<file path="config.mk">
export PLATFORM = sky130hd
export DESIGN_NAME = sm_matrix_arb_bus
export DESIGN_NICKNAME = d
export VERILOG_FILES = /design/src/rtl/sm_matrix_pkg.sv /design/src/rtl/sm_matrix_addr_dec.sv /design/src/rtl/sm_matrix_arb_bus.sv
export SDC_FILE = /design/constraint.sdc
export NUM_CORES = 1
export LEC_CHECK = 0
export ABC_CLOCK_PERIOD_IN_PS = 5400
export BUFFER_PORTS_ARGS = -buffer_cell sky130_fd_sc_hd__buf_2
export CORE_AREA = 2 2 164 166
export CTS_BUF_LIST = sky130_fd_sc_hd__clkbuf_8
export DETAILED_ROUTE_END_ITERATION = 16
export DIE_AREA = 0 0 166 168
export PLACE_DENSITY_LB_ADDON = 0.3
export RECOVER_POWER = 100
export SLEW_MARGIN = 20
export SYNTH_ARGS = -nofsm -noshare
export SYNTH_HDL_FRONTEND = slang
export SYNTH_SLANG_ARGS = --single-unit
</file>
<file path="constraint.sdc">
create_clock -name clk -period 5.4 [get_ports clk]
set_input_delay 0.54 -clock clk [delete_from_list [all_inputs] [get_ports clk]]
set_output_delay 0.54 -clock clk [all_outputs]
set_load 0.05 [all_outputs]
</file>
<file path="src/rtl/sm_matrix_pkg.sv">
// Shared definitions for the sm_matrix bus matrix.
//   state_t   : arbiter FSM states
//   DEF_BASE  : default flattened slave base addresses (6 slots x 32 bits)
//   DEF_MASK  : default flattened slave compare masks (6 slots x 32 bits)
//   ERR_DATA  : read data returned with an error response
package sm_matrix_pkg;

  typedef enum logic [1:0] {
    ST_IDLE   = 2'd0,
    ST_ACCESS = 2'd1,
    ST_RESP   = 2'd2
  } state_t;

  localparam int DEF_N_SLV  = 6;
  localparam int DEF_ADDR_W = 32;

  // Slot order: 0 RAM, 1 GPIO, 2 PWM, 3 ALS, 4 RACING, 5 spare.
  // The spare slot has a base bit outside its mask, so it can never hit.
  // Upper address bits are included in the masks so aliases above 64K miss.
  localparam logic [DEF_N_SLV*DEF_ADDR_W-1:0] DEF_BASE = {
    32'h0000_0001, 32'h0000_8000, 32'h0000_7F20,
    32'h0000_7F10, 32'h0000_7F00, 32'h0000_0000
  };

  localparam logic [DEF_N_SLV*DEF_ADDR_W-1:0] DEF_MASK = {
    32'h0000_0000, 32'hFFFF_FF00, 32'hFFFF_FFF0,
    32'hFFFF_FFF0, 32'hFFFF_FFF0, 32'hFFFF_C000
  };

  localparam int unsigned ERR_DATA = 0;

endpackage

</file>
<file path="src/rtl/sm_matrix_addr_dec.sv">
// Combinational priority address decoder.
//   addr : address to decode
//   base : flattened per-slave base addresses
//   mask : flattened per-slave compare masks
//   hit  : one-hot hit vector, lowest matching index wins
//   miss : no slave matched
module sm_matrix_addr_dec
  import sm_matrix_pkg::*;
#(
  parameter int N_SLV  = 6,
  parameter int ADDR_W = 32
) (
  input  logic [ADDR_W-1:0]       addr,
  input  logic [N_SLV*ADDR_W-1:0] base,
  input  logic [N_SLV*ADDR_W-1:0] mask,
  output logic [N_SLV-1:0]        hit,
  output logic                    miss
);

  always_comb begin
    hit  = '0;
    miss = 1'b1;
    for (int i = 0; i < N_SLV; i++) begin
      if (miss && ((addr & mask[i*ADDR_W +: ADDR_W]) == base[i*ADDR_W +: ADDR_W])) begin
        hit[i] = 1'b1;
        miss   = 1'b0;
      end
    end
  end

endmodule

</file>
<file path="src/rtl/sm_matrix_arb_bus.sv">
// Single-master to N_SLV-slave bus matrix with wait states, timeout
// watchdog, error response and error bookkeeping.
//   clk, reset        : clock, asynchronous active-high reset
//   bReq/bAddr/bWrite/bWData : master request, held until bReady
//   bRData/bReady/bErr       : registered read data, response strobe, error
//   sSel/sAddr/sWrite/sWData : one-hot select and latched request to slaves
//   sRData/sReady            : flattened slave read data, per-slave ready
//   errCount/errAddr         : saturating error count, last error address
//
// state     | meaning
// ----------+-----------------------------------------------------------
// ST_IDLE   | waiting for bReq; latches request and decodes address
// ST_ACCESS | selected slave driven; waits for its ready or timeout
// ST_RESP   | one-cycle bReady with bErr; error bookkeeping updated
module sm_matrix_arb_bus
  import sm_matrix_pkg::*;
#(
  parameter int                          N_SLV   = 6,
  parameter int                          ADDR_W  = 32,
  parameter int                          DATA_W  = 32,
  parameter logic [N_SLV*ADDR_W-1:0]     BASE    = DEF_BASE,
  parameter logic [N_SLV*ADDR_W-1:0]     MASK    = DEF_MASK,
  parameter int                          TIMEOUT = 255,
  parameter int                          TO_W    = 8
) (
  input  logic                    clk,
  input  logic                    reset,
  input  logic                    bReq,
  input  logic [ADDR_W-1:0]       bAddr,
  input  logic                    bWrite,
  input  logic [DATA_W-1:0]       bWData,
  output logic [DATA_W-1:0]       bRData,
  output logic                    bReady,
  output logic                    bErr,
  output logic [N_SLV-1:0]        sSel,
  output logic [ADDR_W-1:0]       sAddr,
  output logic                    sWrite,
  output logic [DATA_W-1:0]       sWData,
  input  logic [N_SLV*DATA_W-1:0] sRData,
  input  logic [N_SLV-1:0]        sReady,
  output logic [15:0]             errCount,
  output logic [ADDR_W-1:0]       errAddr
);

  localparam logic [TO_W-1:0] TIMEOUT_TC = TO_W'(TIMEOUT);

  state_t              state, state_nxt;
  logic [N_SLV-1:0]    sel_q;
  logic [ADDR_W-1:0]   addr_q;
  logic                write_q;
  logic [DATA_W-1:0]   wdata_q;
  logic [DATA_W-1:0]   rdata_q;
  logic                err_q;
  logic [TO_W-1:0]     timer;
  logic [TO_W-1:0]     timer_inc;
  logic                timer_exp;
  logic [15:0]         err_count;
  logic [ADDR_W-1:0]   err_addr;
  logic [N_SLV-1:0]    dec_hit;
  logic                dec_miss;
  logic [DATA_W-1:0]   sel_rdata;
  logic                sel_ready;

  sm_matrix_addr_dec #(
    .N_SLV  (N_SLV),
    .ADDR_W (ADDR_W)
  ) u_dec (
    .addr (bAddr),
    .base (BASE),
    .mask (MASK),
    .hit  (dec_hit),
    .miss (dec_miss)
  );

  always_comb begin
    sel_rdata = '0;
    for (int i = 0; i < N_SLV; i++) begin
      if (sel_q[i]) sel_rdata = sel_rdata | sRData[i*DATA_W +: DATA_W];
    end
  end

  // Only the latched slave's ready is looked at.
  assign sel_ready = |(sReady & sel_q);
  assign timer_inc = timer + 1'b1;
  // The expiring cycle is the TIMEOUT-th ACCESS cycle without ready.
  assign timer_exp = (TIMEOUT != 0) && (timer_inc == TIMEOUT_TC);

  always_ff @(posedge clk or posedge reset) begin
    if (reset) state <= ST_IDLE;
    else       state <= state_nxt;
  end

  always_comb begin
    state_nxt = state;
    case (state)
      ST_IDLE:   if (bReq) state_nxt = dec_miss ? ST_RESP : ST_ACCESS;
      ST_ACCESS: if (sel_ready || timer_exp) state_nxt = ST_RESP;
      ST_RESP:   state_nxt = ST_IDLE;
      default:   state_nxt = ST_IDLE;
    endcase
  end

  always_ff @(posedge clk or posedge reset) begin
    if (reset) begin
      sel_q     <= '0;
      addr_q    <= '0;
      write_q   <= 1'b0;
      wdata_q   <= '0;
      rdata_q   <= '0;
      err_q     <= 1'b0;
      timer     <= '0;
      err_count <= '0;
      err_addr  <= '0;
    end else begin
      case (state)
        ST_IDLE: begin
          if (bReq) begin
            addr_q  <= bAddr;
            write_q <= bWrite;
            wdata_q <= bWData;
            sel_q   <= dec_hit;
            timer   <= '0;
            err_q   <= dec_miss;
            if (dec_miss) rdata_q <= DATA_W'(ERR_DATA);
          end
        end
        ST_ACCESS: begin
          if (sel_ready) begin
            rdata_q <= sel_rdata;
            err_q   <= 1'b0;
          end else if (timer_exp) begin
            rdata_q <= DATA_W'(ERR_DATA);
            err_q   <= 1'b1;
          end else begin
            timer <= timer_inc;
          end
        end
        ST_RESP: begin
          if (err_q) begin
            err_addr <= addr_q;
            if (err_count != 16'hFFFF) err_count <= err_count + 16'd1;
          end
        end
        default: ;
      endcase
    end
  end

  // Outputs decode from the state register so reset drops them at once.
  assign sSel     = (state == ST_ACCESS) ? sel_q : '0;
  assign sWrite   = write_q & (|sSel);
  assign sAddr    = addr_q;
  assign sWData   = wdata_q;
  assign bReady   = (state == ST_RESP);
  assign bErr     = bReady & err_q;
  assign bRData   = rdata_q;
  assign errCount = err_count;
  assign errAddr  = err_addr;

endmodule

</file>
==> results.md, run 1 <==
- Status: finished, violations left
- Violated checks: max-capacitance violations, max-slew violations
- Residual DRC: 0
- Fin cells: 1512
- Fin crit period: 3.90 ns
- Placed cell count: 1478
- Final setup fails: 0
- Iter 0 DRT Violations: 612
- Tightest Pin Transition: 3.46 ns
- Tcrit/Tclk final: 0.723
- Vias per Instance: 4.75
- TritonCTS Buffers: 17
- Slowest CP cell: o211ai_1
- Clock network latency to the later pin of the worst-skew pair: 0.45 ns
- EDFF count, synth: 0
- Hold Crit Depth: 3
- Crit-path max FO: 33
- CP startpoint kind: primary input
- Setup repair bufs after CTS: 0
- Synth Flop Type: dfrtp_1
- IO Port Bufs: about 380
- Cell Int Power: between 0.0015 and 0.002 W
- Logic pwr share: 0.272
- Fmax: 256 MHz
- Initial antenna violation count: 3
- Remaining Overflow, GRT: 0
- Gate Count Post-Synth: 794
- Most frequent cells in the layout: nand2_1, buf_2, dfrtp_1
- Total number of vias: 7178
- Site row count: 60
- Peak VDD IR: between 0.00015 and 0.0002 V
- Clock power share: 0.285
- Area grow syn2layout: 32.4%
- Yosys top cell by area: dfrtp_1
- Total Neg Setup Slack: 0 ns
- Async SR Flop Fraction: 1.00
- Critical path class: in2reg
- Fin. max-slew vios: 174
- Drt total wl: approximately 25 mm
- Netlist Area Pre-Place: approximately 0.0074 mm2
- Max Cap Violations: 4
- Die Wd: between 150 and 200 um
- Leading cell type in the layout, fill and taps excluded: nand2_1
- DIE HEIGHT: approximately 170 um
- RSZ-0062 raised after global routing: no
- Net Count, Synth: about 1100
- Root buffer cell: clkbuf_8
- Power Density: 332 mW/mm2
- Finished Core Util: 0.370
- CP Data Required Time: between 5 and 6 ns
- CTS tree: done
- Sequential power share: 0.443
- GRT Total Usage: 0.175
- # H-tree levels: 4
- YS warnings: 0
- DR WL/cell: between 15 and 20 um
- CP arrival: ~4.3 ns
- Die ar.: approximately 0.028 mm2
- Initial DRT Pass Iterations: 6
- Critical path cell sequence: clkbuf_1 > or4b_1 > nor3_1 > nand2_1 > a21o_1 > o211ai_1 > a22o_2
- Routed Antenna Nets: 0
- Seq/Total Area, Yosys: 0.548
- Clk sink count: 161
- Fillers: 2820
- Worst Setup End Kind: flop
- First-pass GRT wire length: approximately 40 mm
- Synth Area per Inst: 9.26 um2
- Vias in the first global route: 6887
- Hpwl dp: 17.8 mm
- Maximum clock insertion buffer count: 2
- Final #Nets: 1425
- Layout Skew: about 0.015 ns
- Number of synthesized register bits: between 150 and 200
- Post-CTS sizing: 0
- Clock transition at path regs: 0.11 ns
- Area of the core: 0.0264 mm2
- Starting Density: 0.279
- I/O pin total: 419
- Hold WC Path Type: in2reg
- Worst Reg-to-Reg Cells: 5
- Switch Pwr: 0.00132 W
- Top cell type's share of synthesized area: 0.548
- Pleak: around 5.0 nW
- Synth unique cells: 52
- Ratio of cells with drive above 1 in the final layout: 0.263
- Hold Buf Count CTS: 0
- Slew margin rel.: -1.31
- Delay of the slowest critical-path stage: 2.10 ns
- Pin count of the biggest net entering global routing: 74
- Hold Fails Final Rpt: 0
- Switching Fraction: 0.410
- Routability congestion estimate: between 0.8 and 0.9
- Synth area leaders: dfrtp_1, nand2_1, a222oi_1
==> path summary, 6_finish.rpt <==
check                       startpoint     endpoint  slack [ns]
max                          bAddr[15]   bRData[17]        1.50
min                          bWData[8]    sWData[8]        0.27
max reg2reg                   state[0]     timer[1]        1.56
min reg2reg                errAddr[11]  errAddr[11]        0.48
max in group asynchronous        reset  errAddr[31]        1.99
min in group asynchronous        reset  errCount[6]        0.93
==> cell families (layout without fill, tap and decap cells) <==
| kind of cell | Yosys count | in the layout | synth area share |
|---|---|---|---|
| buffers and inverters | 61 | 436 | 0.0366 |
| multiplexers | 2 | 2 | 0.00289 |
| adder cells (fa/ha/maj) | 3 | 3 | 0.00510 |
| AO/OA/AOI/OAI | 128 | 128 | 0.151 |
| AND/OR/NAND/NOR | 422 | 422 | 0.237 |
| XOR/XNOR | 16 | 16 | 0.0191 |
| other | 1 | 3 | 0.000510 |
| flip-flops | 161 | 161 | 0.548 |
==> critical path, delay by kind of cell <==
| family | cells | cell delay, ns |
|---|---|---|
| buffers and inverters | 1 | 0.12 |
| AO/OA/AOI/OAI | 3 | 2.74 |
| AND/OR/NAND/NOR | 3 | 0.86 |
==> power groups by stage <==
stage	sequential [W]	combinational (W)	clock [W]
2_1_floorplan	0.00188	0.000188	0
3_3_place_gp	0.00145	0.000919	0
3_5_place_dp	0.00145	0.000926	0
4_1_cts	0.00143	0.000926	0.000961
5_1_grt	0.00145	0.000939	0.00102
6_report	0.00143	0.000878	0.000920
==> synthesized netlist by cell type (2+ instances only) <==
| cell | instances |
|---|---|
| nand2_1 | 349 |
| dfrtp_1 | 161 |
| clkbuf_1 | 43 |
| a222oi_1 | 33 |
| a22oi_1 | 32 |
| a22o_2 | 29 |
| nand3_1 | 17 |
| nor2_1 | 11 |
| xnor2_1 | 11 |
| and2_1 | 8 |
| o21ai_0 | 8 |
| inv_1 | 7 |
| nand4_1 | 7 |
| nor4_1 | 6 |
| and3_1 | 5 |
| xor2_1 | 5 |
| o31ai_1 | 4 |
| a21o_1 | 3 |
| a22o_1 | 3 |
| and4_1 | 3 |
| buf_6 | 3 |
| ha_1 | 3 |
| a21oi_1 | 2 |
| a31oi_1 | 2 |
| buf_2 | 2 |
| dlygate4sd1_1 | 2 |
| nand2b_1 | 2 |
| nand3b_1 | 2 |
| nor2b_1 | 2 |
| nor3_1 | 2 |
| nor3b_1 | 2 |
| o211ai_1 | 2 |
| o22a_1 | 2 |
| o31a_1 | 2 |
| or3_1 | 2 |
==> through the flow <==
step	hold WS (ns)	total power, W	setup WS, ns	area (um2)
6_report	0.266	0.00323	1.50	9740
5_1_grt	0.241	0.00340	1.15	9740
4_1_cts	0.166	0.00332	2.31	9960
3_5_place_dp	0.459	0.00237	2.48	9570
3_3_place_gp	0.454	0.00236	2.54	9570
2_1_floorplan	0.446	0.00207	0.512	7360
==> flip-flops by register name, summed over array words and instances (netlist names) <==
| register | cells |
|---|---|
| bRData | 32 |
| sWData | 32 |
| err_q | 1 |
| sel_q | 5 |
| sAddr | 32 |
| timer | 8 |
| write_q | 1 |
| errCount | 16 |
| state | 2 |
| errAddr | 32 |
==> metal layers <==
layer	vias to the layer above	GRT usage	wire length, um
met2	265	0.274	11800
met5	-	0	0
met1	3433	0.241	11200
met3	27	0.0407	1630
met4	0	0.0563	473
li1	3453	-	-
==> cell type report <==
class / count / area, um2 / area share
Antenna cell: 2 / 5.00 / 0.000514
Sequential cell: 161 / 4030 / 0.414
Timing Repair Buffer: 396 / 1810 / 0.186
Inverter: 8 / 31.3 / 0.00321
Clock inverter: 15 / 164 / 0.0168
Multi-Input combinational cell: 572 / 3040 / 0.312
Clock buffer: 17 / 234 / 0.0240
Tap cell: 341 / 427 / 0.0438
(Power assumes the default switching activity.)
==> inputs of run 2 (changes only) <==
--- a/config.mk
+++ b/config.mk
@@ -5,7 +5,7 @@
 export SDC_FILE = /design/constraint.sdc
 export NUM_CORES = 1
 export LEC_CHECK = 0
-export ABC_CLOCK_PERIOD_IN_PS = 5400
+export ABC_CLOCK_PERIOD_IN_PS = 4080
 export BUFFER_PORTS_ARGS = -buffer_cell sky130_fd_sc_hd__buf_2
 export CORE_AREA = 2 2 164 166
 export CTS_BUF_LIST = sky130_fd_sc_hd__clkbuf_8
==> constraint.sdc (replaced) <==
create_clock -name clk -period 4.08 [get_ports clk]
set_input_delay 0.408 -clock clk [delete_from_list [all_inputs] [get_ports clk]]
set_output_delay 0.408 -clock clk [all_outputs]
set_load 0.05 [all_outputs]
==> results.md, run 2 (synthesized netlist as in run 1, its figures left out) <==
- TritonCTS Buffers: 17 (unchanged)
- Fin cells: 1513 (+0.066%)
- Placed cell count: 1479 (+0.068%)
- Register area: 0.00403 mm2 (unchanged)
- Reg2reg start: timer[0]
- Cell Int Power: 0.00258 W (+35%)
- Root buffer cell: clkbuf_8
- Area occupied by multi-input gates: 0.00305 mm2 (+0.21%)
- DR WL/cell: 16.8 um (+1.0%)
- Vias per Instance: 4.80 (+1.1%)
- Peak VDD IR: 0.000205 V (+32%)
- Fillers: 2804 (-0.57%)
- HP Start: bWData[6]
- Starting Density: 0.279 (unchanged)
- Slew margin rel.: -0.0789 (+1.23)
- Final setup fails: 0 (unchanged)
- Fin. max-slew vios: 96 (-45%)
- Sequential power share: 0.443 (about the same)
- Hold slack: 0.142 ns (-0.124 ns)
- Clock network latency to the later pin of the worst-skew pair: 0.45 ns (about the same)
- I/O pin total: 419 (unchanged)
- Clk sink count: 161 (unchanged)
- Initial antenna violation count: 3 (unchanged)
- Power Density: 437 mW/mm2 (+32%)
- DIE HEIGHT: 168 um (unchanged)
- Maximum clock insertion buffer count: 2 (unchanged)
- Remaining Overflow, GRT: 0 (unchanged)
- Max Cap Violations: 2 (-2)
- CTS tree: done
- Finished Core Util: 0.371 (+0.00109)
- Most frequent cells in the layout: nand2_1, buf_2, dfrtp_1
- Residual DRC: 0 (unchanged)
- Die Wd: 166 um (unchanged)
- Vias in the first global route: 6747 (-2.0%)
- Tcrit/Tclk final: 0.747
- Layout Skew: 0.0228 ns (+0.00795 ns)
- CP startpoint: state[0]
- Ratio of cells with drive above 1 in the final layout: 0.264 (+0.000404)
- Routability congestion estimate: 0.797 (-4.5%)
- CP Data Required Time: 3.67 ns (-2.11 ns)
- Setup repair bufs after CTS: 0 (unchanged)
- Site row count: 60 (unchanged)
- Routed Antenna Nets: 0 (unchanged)
- Fin crit period: slightly above 3 ns
- Hold WC Path Type: in2reg
- Hold Fails Final Rpt: 0 (unchanged)
- Pleak: 5.04 nW (+0.43%)
- Area grow syn2layout: 32.8%
- Iter 0 DRT Violations: 718 (+17%)
- Violated checks: max-capacitance violations, max-slew violations
- Fmax: 328 MHz
- Drt total wl: 25.4 mm (+1.1%)
- Pwr Total: 0.00427 W (+32%)
- CP startpoint kind: flop
- Status: finished, violations left
- Worst Setup End Kind: primary output
- # H-tree levels: 4 (unchanged)
- Total Neg Setup Slack: 0 ns (unchanged)
- Clock power share: 0.284 (about the same)
- GRT Total Usage: 0.176 (+0.00130)
- Switching Fraction: 0.396 (-0.0133)
- Area of the core: 0.0264 mm2 (unchanged)
- Initial DRT Pass Iterations: 7 (+1)
- First-pass GRT wire length: 38.8 mm (-0.12%)
- Total number of vias: 7259 (+1.1%)
- Hpwl dp: 18.5 mm (+3.9%)
- Crit-path max FO: 13 (-61%)
- Logic pwr share: 0.273 (about the same)
- Die ar.: 0.0279 mm2 (unchanged)
- Pin count of the biggest net entering global routing: 63 (-15%)
- RSZ-0062 raised after global routing: no
- Switch Pwr: 0.00169 W (+28%)
- IO Port Bufs: 384 (unchanged)
- CP arrival: 2.64 ns (-1.64 ns)
- Leading cell type in the layout, fill and taps excluded: nand2_1
- Tightest Pin Transition: 1.62 ns (-1.84 ns)
- Critical path class: reg2out
- Clock transition at path regs: 0.10 ns (about the same)
- Final #Nets: 1427 (+0.14%)
run 2: changes by cell type in the layout (fill, tap and decap cells not counted), moves of 2 or more:
cell / before / now
clkinv_4: 1 / 3
inv_1: 6 / 8
clkbuf_1: 155 / 153
inv_8: 7 / 1
run 2: worst paths after layout:
kind,to,slack (ns),depth (start not counted)
max,bErr,1.03,3
min,sWData[6],0.14,3
max reg2reg,bRData[2],1.22,7
min reg2reg,errAddr[10],0.48,2
max in group asynchronous,sWData[16],1.44,4
min in group asynchronous,timer[3],0.62,3
run 2: power groups by stage:
stage	clock network [W]	registers (W)	logic, W
2_1_floorplan	0	0.00249	0.000249
3_3_place_gp	0	0.00191	0.00122
3_5_place_dp	0	0.00192	0.00123
4_1_cts	0.00127	0.00189	0.00123
5_1_grt	0.00134	0.00192	0.00125
6_report	0.00121	0.00189	0.00117
run 2: what timing repair did:
action,CTS,global route
hold buffers,1,0
hold endpoints to repair,12,0
resized for setup,0,0
run 2: through the flow:
step	setup slack, ns	area [um2]
final	1.03	9770
after floorplan	1.63	7360
after global placement	1.27	9570
after global routing	0.789	9770
after CTS	0.883	9990
after detailed placement	1.23	9570
run 2: routing by layer:
layer,track usage,part of all wire,up-vias
met5,0,0.00091,-
met2,0.267,0.46,293
met3,0.0468,0.069,22
met1,0.248,0.46,3481
li1,-,-,3459
met4,0.0514,0.014,4
run 2: area by class of cell:
| cell class | instances | area share |
|---|---|---|
| Inverter | 8 | 0.00320 |
| Tap cell | 341 | 0.0437 |
| Antenna cell | 1 | 0.000256 |
| Multi-Input combinational cell | 572 | 0.312 |
| Clock inverter | 14 | 0.0159 |
| Sequential cell | 161 | 0.412 |
| Timing Repair Buffer | 398 | 0.187 |
| Clock buffer | 18 | 0.0254 |
run 2: critical path, stage by stage, from the launching register on:
cell,delay [ns]
dfrtp_1,0.48
nand3b_1,0.59
clkinv_1,0.68
clkbuf_1,0.45
==> inputs of run 3 (changes only) <==
--- a/config.mk
+++ b/config.mk
@@ -5,12 +5,12 @@
 export SDC_FILE = /design/constraint.sdc
 export NUM_CORES = 1
 export LEC_CHECK = 0
-export ABC_CLOCK_PERIOD_IN_PS = 4080
+export ABC_CLOCK_PERIOD_IN_PS = 2650
 export BUFFER_PORTS_ARGS = -buffer_cell sky130_fd_sc_hd__buf_2
-export CORE_AREA = 2 2 164 166
+export CORE_AREA = 2 2 163 165
 export CTS_BUF_LIST = sky130_fd_sc_hd__clkbuf_8
 export DETAILED_ROUTE_END_ITERATION = 16
-export DIE_AREA = 0 0 166 168
+export DIE_AREA = 0 0 165 167
 export PLACE_DENSITY_LB_ADDON = 0.3
 export RECOVER_POWER = 100
 export SLEW_MARGIN = 20
==> constraint.sdc (replaced) <==
create_clock -name clk -period 2.65 [get_ports clk]
set_input_delay 0.265 -clock clk [delete_from_list [all_inputs] [get_ports clk]]
set_output_delay 0.265 -clock clk [all_outputs]
set_load 0.05 [all_outputs]
==> results.md, run 3 (synthesized netlist as in run 1, its figures left out) <==
- Status: finished clean
- Ratio of cells with drive above 1 in the final layout: 0.258 (-0.00634)
- Total Neg Setup Slack: 0 ns (unchanged)
- Fin crit period: 2.49 ns
- Clk sink count: 161 (unchanged)
- Clock network latency to the later pin of the worst-skew pair: 0.46 ns (about the same)
- Routability congestion estimate: 0.888 (+11%)
- I/O pin total: 419 (unchanged)
- Slew margin rel.: 0.0157 (+0.0946)
- Final #Nets: 1483 (+3.9%)
- Hold slack: 0.0201 ns (-0.122 ns)
- Routed Antenna Nets: 0 (unchanged)
- RSZ-0062 raised after global routing: no
- Hold WC Path Type: in2reg
- Pin count of the biggest net entering global routing: 87 (+38%)
- CP startpoint kind: flop
- Hold Fails Final Rpt: 0 (unchanged)
- Tightest Pin Transition: 1.48 ns (-0.142 ns)
- Fillers: 2660 (-5.1%)
- Critical path cell sequence: nor2b_1 > and2_1 > or3_1 > o31a_1 > clkbuf_2
- Switch Pwr: 0.00275 W (+63%)
- Area grow syn2layout: 41.0%
- Initial antenna violation count: 8 (+5)
- Slowest CP cell: dfrtp_1
- CP arrival: 2.23 ns (-0.41 ns)
- Hpwl dp: 20.0 mm (+7.9%)
- Most frequent cells in the layout: nand2_1, buf_2, dfrtp_1
- Max Cap Violations: 0 (-2)
- Die ar.: 0.0276 mm2 (-1.2%)
- # H-tree levels: 4 (unchanged)
- Site row count: 59 (-1.7%)
- Fin. max-slew vios: 0 (-100%)
- DR WL/cell: 17.9 um (+6.5%)
- GRT Total Usage: 0.201 (+0.0240)
- Die Wd: 165 um (-0.60%)
- Starting Density: 0.286 (+0.00636)
- Tcrit/Tclk final: 0.940
- Worst Setup End Kind: primary output
- Layout Skew: 0.0167 ns (-0.00613 ns)
- Total number of vias: 7584 (+4.5%)
- Clock transition at path regs: 0.11 ns (about the same)
- DIE HEIGHT: 167 um (-0.60%)
- Peak VDD IR: 0.000366 V (+79%)
- IO Port Bufs: 384 (unchanged)
- Iter 0 DRT Violations: 764 (+6.4%)
- Vias in the first global route: 7444 (+10%)
- Area of the core: 0.0258 mm2 (-2.2%)
- Logic pwr share: 0.274 (about the same)
- First-pass GRT wire length: 42.4 mm (+9.3%)
- Critical path class: reg2out
- Fmax: 401 MHz
- Clock power share: 0.298 (+0.014)
- Final setup fails: 0 (unchanged)
- Crit-path max FO: 8 (-5)
- Delay of the slowest critical-path stage: 0.49 ns (-0.19 ns)
- Leading cell type in the layout, fill and taps excluded: nand2_1
- Remaining Overflow, GRT: 0 (unchanged)
- Vias per Instance: 4.84 (+0.81%)
- Finished Core Util: 0.403 (+0.0318)
- Initial DRT Pass Iterations: 7 (unchanged)
- Maximum clock insertion buffer count: 2 (unchanged)
- Switching Fraction: 0.404 (+0.00769)
- CP Data Required Time: 2.38 ns (-1.29 ns)
- Residual DRC: 0 (unchanged)
- Root buffer cell: clkbuf_8
- Cell Int Power: 0.00406 W (+58%)
- TritonCTS Buffers: 17 (unchanged)
- Power Density: 657 mW/mm2 (+50%)
- Pleak: 5.30 nW (+5.1%)
- CTS tree: done
- Worst Reg-to-Reg Cells: 8 (+1)
- Sequential power share: 0.429 (-0.014)
- Drt total wl: 28.0 mm (+10%)
- Hold Crit Depth: 3 (unchanged)
- Post-CTS sizing: 0 (unchanged)
[run 3: changes by cell type in the layout (fill, tap and decap cells not counted), sizes merged]
| cell | previous run | this run |
|---|---|---|
| clkbuf | 173 | 177 |
| dlygate4sd3 | 1 | 52 |
| diode | 1 | 6 |
| clkinvlp | 3 | 1 |
| buf | 242 | 243 |
| inv | 13 | 15 |
[run 3: worst paths after layout]
check | startpoint | endpoint | slack [ns]
worst max-delay path | state[0] | sWrite | 0.16
worst min-delay path | bAddr[22] | sAddr[22] | 0.02
worst max register to register | timer[0] | bRData[1] | 0.30
worst min register to register | sWData[9] | sWData[9] | 0.48
max in group asynchronous | reset | errAddr[11] | 0.90
min in group asynchronous | reset | bRData[27] | 0.83
[run 3: stage by stage]
stage,setup slack [ns],power [W],std cells,cell area (um2)
final,0.158,0.00681,1568,10400
after global routing,0.0386,0.00716,1568,10400
after CTS,0.141,0.00697,1562,10600
after detailed placement,0.370,0.00486,1478,9650
after global placement,0.421,0.00484,1478,9650
after floorplan,0.342,0.00422,794,7360
[run 3: power by group through the flow]
stage | Sequential (W) | Clock (W) | Combinational [W]
after global placement | 0.00295 | 0 | 0.00189
after detailed placement | 0.00295 | 0 | 0.00190
after global routing | 0.00296 | 0.00222 | 0.00199
final | 0.00292 | 0.00203 | 0.00186
after floorplan | 0.00384 | 0 | 0.000384
after CTS | 0.00291 | 0.00210 | 0.00196
[run 3: metal layers]
metal,vias to the layer above,share of wire,GRT usage
met2,306,0.46,0.300
met3,33,0.070,0.0423
li1,3571,-,-
met1,3672,0.45,0.288
met5,-,0.00029,0
met4,2,0.018,0.0654
[run 3: critical path: cells and delay by family, from the launching register on]
kind                   cells  cell delay, ns
AO/OA/AOI/OAI              1            0.24
buffers and inverters      1            0.24
flip-flops                 1            0.49
AND/OR/NAND/NOR            3            0.80
[run 3: cell type report]
class / instances / area, um2 / share of cell area
diodes: 6 / 15.0 / 0.00145
well taps: 335 / 419 / 0.0404
inverters: 8 / 31.3 / 0.00302
flip-flops and latches: 161 / 4030 / 0.388
clock inverters: 14 / 185 / 0.0179
clock buffers: 18 / 248 / 0.0239
multi-input cells: 572 / 3060 / 0.295
repair buffers: 454 / 2380 / 0.230
[run 3: timing repair]
action / in CTS / in global routing
hold buffers: 52 / 0
endpoints found under the setup margin: 0 / 0
setup buffers: 0 / 0
endpoints found under the hold margin: 192 / 0
